<file path="src/rtl/modbus_tx_framer.sv">
// Modbus RTU response framer: requests the CRC, then streams
// address, function, quantity, data words and CRC over valid/ready.
module modbus_tx_framer #(
  parameter logic [7:0]  SADDR       = 8'h01,
  parameter logic [7:0]  MAX_QTY     = 8'd125,
  parameter logic [15:0] CRC_TIMEOUT = 16'd4096
) (
  input  logic        clk_in,
  input  logic        rst_in,
  input  logic        tx_start,
  input  logic [7:0]  func_code,
  input  logic [7:0]  tx_quantity,
  output logic [7:0]  crc_func_code,
  output logic [7:0]  crc_quantity,
  output logic        crc_start,
  input  logic [15:0] crc_calc,
  input  logic        crc_done,
  output logic [7:0]  rd_addr,
  input  logic [15:0] rd_data,
  output logic [7:0]  tx_byte,
  output logic        tx_byte_valid,
  input  logic        tx_byte_ready,
  output logic        busy,
  output logic        tx_done,
  output logic        tx_err
);
  typedef enum logic [2:0] {
    S_IDLE, S_CRC_REQ, S_CRC_WAIT, S_FETCH, S_SEND, S_DONE, S_ERR
  } state_t;

  state_t      r_state, w_state_nxt;
  logic [8:0]  r_byte_idx;
  logic [15:0] r_tmo;
  logic [15:0] r_crc;
  logic [7:0]  r_func, r_qty, r_rd_addr, r_tx_byte;
  logic        r_tx_valid;
  logic [8:0]  w_nbytes;
  logic        w_accept, w_last, w_low_data;
  logic [7:0]  w_byte;

  assign crc_func_code = r_func;
  assign crc_quantity  = r_qty;
  assign rd_addr       = r_rd_addr;
  assign tx_byte       = r_tx_byte;
  assign tx_byte_valid = r_tx_valid;

  // Q is capped at MAX_QTY before a frame starts, so 2Q+5 fits in 9 bits.
  assign w_nbytes   = {r_qty, 1'b0} + 9'd5;
  assign w_accept   = r_tx_valid & tx_byte_ready;
  assign w_last     = (r_byte_idx == w_nbytes - 9'd1);
  assign w_low_data = (r_byte_idx >= 9'd4) && (r_byte_idx < w_nbytes - 9'd2) && !r_byte_idx[0];

  always_comb begin
    w_byte = r_byte_idx[0] ? rd_data[15:8] : rd_data[7:0];
    if (r_byte_idx == 9'd0)                 w_byte = SADDR;
    else if (r_byte_idx == 9'd1)            w_byte = r_func;
    else if (r_byte_idx == 9'd2)            w_byte = r_qty;
    else if (r_byte_idx == w_nbytes - 9'd2) w_byte = r_crc[7:0];
    else if (w_last)                        w_byte = r_crc[15:8];
  end

  always_ff @(posedge clk_in or posedge rst_in) begin
    if (rst_in) r_state <= S_IDLE;
    else        r_state <= w_state_nxt;
  end

  always_comb begin
    w_state_nxt = r_state;
    crc_start   = 1'b0;
    busy        = (r_state != S_IDLE);
    tx_done     = 1'b0;
    tx_err      = 1'b0;
    case (r_state)
      S_IDLE:     if (tx_start) w_state_nxt = (tx_quantity > MAX_QTY) ? S_ERR : S_CRC_REQ;
      S_CRC_REQ: begin
        crc_start   = 1'b1;
        w_state_nxt = S_CRC_WAIT;
      end
      S_CRC_WAIT: begin
        if (crc_done)                             w_state_nxt = S_FETCH;
        else if (r_tmo == CRC_TIMEOUT - 16'd1)    w_state_nxt = S_ERR;
      end
      S_FETCH:    w_state_nxt = S_SEND;
      S_SEND:     if (w_accept) w_state_nxt = w_last ? S_DONE : S_FETCH;
      S_DONE: begin
        tx_done     = 1'b1;
        w_state_nxt = S_IDLE;
      end
      S_ERR: begin
        tx_err      = 1'b1;
        w_state_nxt = S_IDLE;
      end
      default:    w_state_nxt = S_IDLE;
    endcase
  end

  always_ff @(posedge clk_in or posedge rst_in) begin
    if (rst_in) begin
      r_func     <= '0;
      r_qty      <= '0;
      r_tmo      <= '0;
      r_crc      <= '0;
      r_byte_idx <= '0;
      r_rd_addr  <= '0;
      r_tx_byte  <= '0;
      r_tx_valid <= 1'b0;
    end else begin
      case (r_state)
        S_IDLE: if (tx_start) begin
          r_func <= func_code;
          r_qty  <= tx_quantity;
          r_tmo  <= '0;
        end
        // The crc_start cycle counts as cycle 0 of the timeout window.
        S_CRC_REQ: r_tmo <= r_tmo + 16'd1;
        S_CRC_WAIT: begin
          r_tmo <= r_tmo + 16'd1;
          if (crc_done) begin
            r_crc      <= crc_calc;
            r_byte_idx <= '0;
            r_rd_addr  <= '0;
          end
        end
        S_FETCH: begin
          r_tx_byte  <= w_byte;
          r_tx_valid <= 1'b1;
        end
        S_SEND: if (w_accept) begin
          r_tx_valid <= 1'b0;
          r_byte_idx <= r_byte_idx + 9'd1;
          if (w_low_data) r_rd_addr <= r_rd_addr + 8'd1;
        end
        S_DONE:  r_rd_addr  <= '0;
        S_ERR:   r_tx_valid <= 1'b0;
        default: ;
      endcase
    end
  end
endmodule

</file>
<file path="config.mk">
export PLATFORM = sky130hd
export DESIGN_NAME = modbus_tx_framer
export DESIGN_NICKNAME = d
export VERILOG_FILES = /design/src/rtl/modbus_tx_framer.sv
export SDC_FILE = /design/constraint.sdc
export NUM_CORES = 1
export LEC_CHECK = 0
export CORE_UTILIZATION = 57
export CTS_CLUSTER_DIAMETER = 30
export DETAILED_ROUTE_END_ITERATION = 16
export GPL_ROUTABILITY_DRIVEN = 0
export MAX_ROUTING_LAYER = met4
export PLACE_DENSITY = 0.87
export SKIP_CTS_REPAIR_TIMING = 1
export SKIP_LAST_GASP = 1
export SLEW_MARGIN = 25
export SYNTH_ARGS = -nofsm -noshare
export SYNTH_HDL_FRONTEND = slang
export SYNTH_SLANG_ARGS = --single-unit
</file>
<file path="constraint.sdc">
create_clock -name clk_in -period 6.21 [get_ports clk_in]
set_input_delay 1.5525 -clock clk_in [delete_from_list [all_inputs] [get_ports clk_in]]
set_output_delay 1.5525 -clock clk_in [all_outputs]
set_load 0.05 [all_outputs]
</file>
==> qor.log <==
INFO  yosys          synth_top_cells_by_area=sky130_fd_sc_hd__dfrtp_1 (41%), sky130_fd_sc_hd__mux2_2 (8.4%), sky130_fd_sc_hd__ha_1 (4.6%), sky130_fd_sc_hd__nor2_1 (4.3%), sky130_fd_sc_hd__xor2_1 (3.7%)
INFO  drt            postRouteAntennaNets=0
INFO  critical_path  critical_path_class=reg -> out
INFO  yosys          yosysTopAreaCellShare=41.2%
INFO  cells_and_area filler_cell_count=563
INFO  clocking       clock_tree.root_cell=sky130_fd_sc_hd__clkbuf_8
INFO  yosys          synth.top_cells.by_count=sky130_fd_sc_hd__dfrtp_1 (77), sky130_fd_sc_hd__nor2_1 (53), sky130_fd_sc_hd__nand2_1 (37), sky130_fd_sc_hd__mux2_2 (35), sky130_fd_sc_hd__nand3_1 (21)
INFO  yosys          post_synth_num_cell_types=56
INFO  cells_and_area insertedDiodeCount=0
INFO  timing         skew=8.07ps
INFO  global_routing track_usage=29.1%
INFO  yosys          postSynthNetCount=551
INFO  power_and_ir_drop total_power=2.45mW
INFO  yosys          postSynthAreaPerCell=9.72squm
INFO  global_routing antenna_found_initial=0
INFO  global_routing wire_length_of_the_first_global_routing_pass=19000microns
INFO  timing         final.min_clock_period=3890ps
INFO  timing         setup-tns-final=0ps
INFO  yosys          postSynthCellCount=481
INFO  floorplan      io_pins=90
INFO  yosys          yosysWarnings=0
INFO  timing         timing.final.hold_violations=0
INFO  clocking       clk_pin_slew_worst_paths=80ps
INFO  timing         finish_stage_setup_viols=0
INFO  timing         unrepaired_setup_endpoints_after_global_routing=false
INFO  yosys          seq_area_frac_synth=41.2%
INFO  cells_and_area multi_input_logic_area=2590squm
INFO  critical_path  max_stage_delay=820ps
INFO  critical_path  critical_path_peak_fanout=13
INFO  timing         timing.max_slew.rel_slack=43.9%
INFO  yosys          synth_enable_flop_cells=0
INFO  cells_and_area num-nets-final=631
INFO  yosys          synth_top_cell_by_area=sky130_fd_sc_hd__dfrtp_1
INFO  drt            dr_iter_0_viols=341
INFO  power_and_ir_drop power.density_cell_area=426nW/um^2
INFO  yosys          synth.most_common_cell=sky130_fd_sc_hd__dfrtp_1
INFO  min_path       hold_class=reg -> reg
INFO  global_routing grt-ovfl-total=0
INFO  cells_and_area area_growth_syn_to_layout=23.3%
INFO  drt            via_count=4099
INFO  clocking       cts_num_sinks=77
INFO  cells_and_area post_route_cells_drive_above_1_share=10.8%
INFO  floorplan      floorplan_die_height=92.5microns
INFO  clocking       h-tree-depth=3
INFO  yosys          asyncSetResetFlopFracSynth=100%
INFO  critical_path  cp.arrival=2340ps
INFO  drt            detailedRoute.firstPassIterationCount=5
INFO  floorplan      row_count=32
INFO  yosys          main_flop_type_after_synthesis=sky130_fd_sc_hd__dfrtp_1
INFO  timing         layout_worst_path_cycle_share=62.6%
INFO  run            max_cap_violations=0
INFO  floorplan      dieWidth=92.5microns
INFO  placed_design  post-dp-hpwl=8460microns
INFO  critical_path  critical_path.cell_chain=inv_1, nor2_1, and2_1, clkdlybuf4s50_1
INFO  critical_path  timing.critical_path.slowest_stage_cell=sky130_fd_sc_hd__clkdlybuf4s50_1
INFO  power_and_ir_drop vdd.ir_drop.worst=0.306mV
INFO  clocking       ctsLongestPathBuffers=2
INFO  critical_path  setup_crit_start_kind=flop
INFO  placed_design  place.port_buffers=89
INFO  floorplan      floorplan_core_area=7850squm
INFO  drt            avgRoutedWirePerCell=17.5microns
INFO  timing         transition_time_at_the_pin_with_the_least_slew_margin=841ps
INFO  cells_and_area ff_latch_area=1930squm
INFO  power_and_ir_drop leakage=2.42nW
INFO  yosys          ys_seq_elements=77
INFO  drt            routed_via_density=6.15
INFO  clocking       clock_latency=350ps
INFO  timing         max_freq=257MHz
INFO  critical_path  cp_data_required_time=4660ps
INFO  drt            post-route-drc-count=0
INFO  floorplan      initial_utilization=59.6%
INFO  clocking       cts-buffers-inserted=9
INFO  drt            routed_wl=11700microns
INFO  yosys          synthesized_area=4670squm
INFO  global_routing grt_pass1_vias=3955
INFO  critical_path  endpoint_kind=primary output
INFO  floorplan      die_area=8560squm
INFO  timing         number_of_pins_with_negative_max_slew_slack_in_the_final_report=0
INFO  run_status     status=finished clean
INFO  global_routing grt_max_degree=45
INFO  clocking       tritoncts=yes
==> through the flow <==
stage               cell area [sq um]  worst slack, ps  std cells  hold WS, ps  util [%]
floorplan                        4670             2540        481          474         -
global placement                 5600             2630        652          489      71.4
detailed placement               5600             2420        652          496      71.4
CTS                              5760             2310        667          511      73.4
global route                     5760             2070        667          527      73.4
finish                           5760             2320        667          507      73.4
==> routing by layer <==
metal  up-vias  share of wire [%]  GRT usage [%]
met5         -                  0              -
met4         0                2.3           10.7
met2       203                 48           46.2
met1      1972                 42           37.5
met3        37                6.9           5.09
li1       1887                  -              -
==> registers in the layout, summed over array words and instances (netlist names) <==
register,cells
tx_byte,8
crc_quantity,8
crc_func_code,8
r_state,3
rd_addr,8
r_tmo,16
r_crc,16
r_byte_idx,9
tx_byte_valid,1
==> worst paths after layout <==
| check | startpoint | end | slack (ps) | depth (start not counted) |
|---|---|---|---|---|
| setup / recovery | r_state[2] | tx_done | 2320 | 4 |
| hold / removal | r_crc[13] | r_crc[13] | 510 | 1 |
| max in group asynchronous | rst_in | r_byte_idx[4] | 3530 | 3 |
| setup reg to reg | crc_quantity[1] | tx_byte[4] | 2320 | 14 |
| min in group asynchronous | rst_in | crc_func_code[4] | 1660 | 2 |
| hold reg to reg | r_crc[13] | r_crc[13] | 510 | 1 |
==> cell families after synthesis <==
group / count (synthesis) / share of synthesized area, %
flip-flops: 77 / 41.2
AO/OA/AOI/OAI: 83 / 12.1
multiplexers: 46 / 10.8
XOR/XNOR: 38 / 7.60
adder cells (fa/ha/maj): 17 / 4.55
AND/OR/NAND/NOR: 186 / 20.3
buffers and inverters: 34 / 3.35
==> cell usage in the layout, fill, tap and decap left out, types with 6 or more instances in the layout <==
| cell | instances |
|---|---|
| sky130_fd_sc_hd__inv_1 | 10 |
| sky130_fd_sc_hd__mux2i_1 | 11 |
| sky130_fd_sc_hd__xnor2_1 | 16 |
| sky130_fd_sc_hd__clkdlybuf4s50_1 | 89 |
| sky130_fd_sc_hd__dfrtp_1 | 77 |
| sky130_fd_sc_hd__nor2_1 | 52 |
| sky130_fd_sc_hd__clkbuf_8 | 10 |
| sky130_fd_sc_hd__or3_1 | 9 |
| sky130_fd_sc_hd__nand2b_1 | 6 |
| sky130_fd_sc_hd__mux2_2 | 35 |
| sky130_fd_sc_hd__nand3_1 | 21 |
| sky130_fd_sc_hd__o21ai_0 | 18 |
| sky130_fd_sc_hd__xor2_1 | 20 |
| sky130_fd_sc_hd__nand2_1 | 37 |
| sky130_fd_sc_hd__nor3_1 | 15 |
| sky130_fd_sc_hd__nand4_1 | 9 |
| sky130_fd_sc_hd__and3_1 | 6 |
| sky130_fd_sc_hd__ha_1 | 17 |
| sky130_fd_sc_hd__a22o_1 | 6 |
| sky130_fd_sc_hd__a21oi_1 | 17 |
==> final cells by class <==
cell class	instances	share of cell area, %
tap	102	2.22
clock inverter	2	0.174
inverter	11	0.717
sequential	77	33.4
timing repair buffer	92	15.9
multi-input combinational	370	45.0
clock buffer	13	2.58
==> power breakdown <==
part | internal (mW) | total [mW] | switching, mW | leakage [nW]
combinational | 0.532 | 1.26 | 0.732 | 1.34
sequential | 0.644 | 0.862 | 0.218 | 0.993
clock | 0.153 | 0.327 | 0.174 | 0.0833
==> worst max-delay path: cells and delay by family, from the launching register on <==
family	cells	cell delay (ps)
flops	1	550
simple gates	2	380
buf+inv	2	1060
No activity file was read; power rests on OpenSTA's default activity.
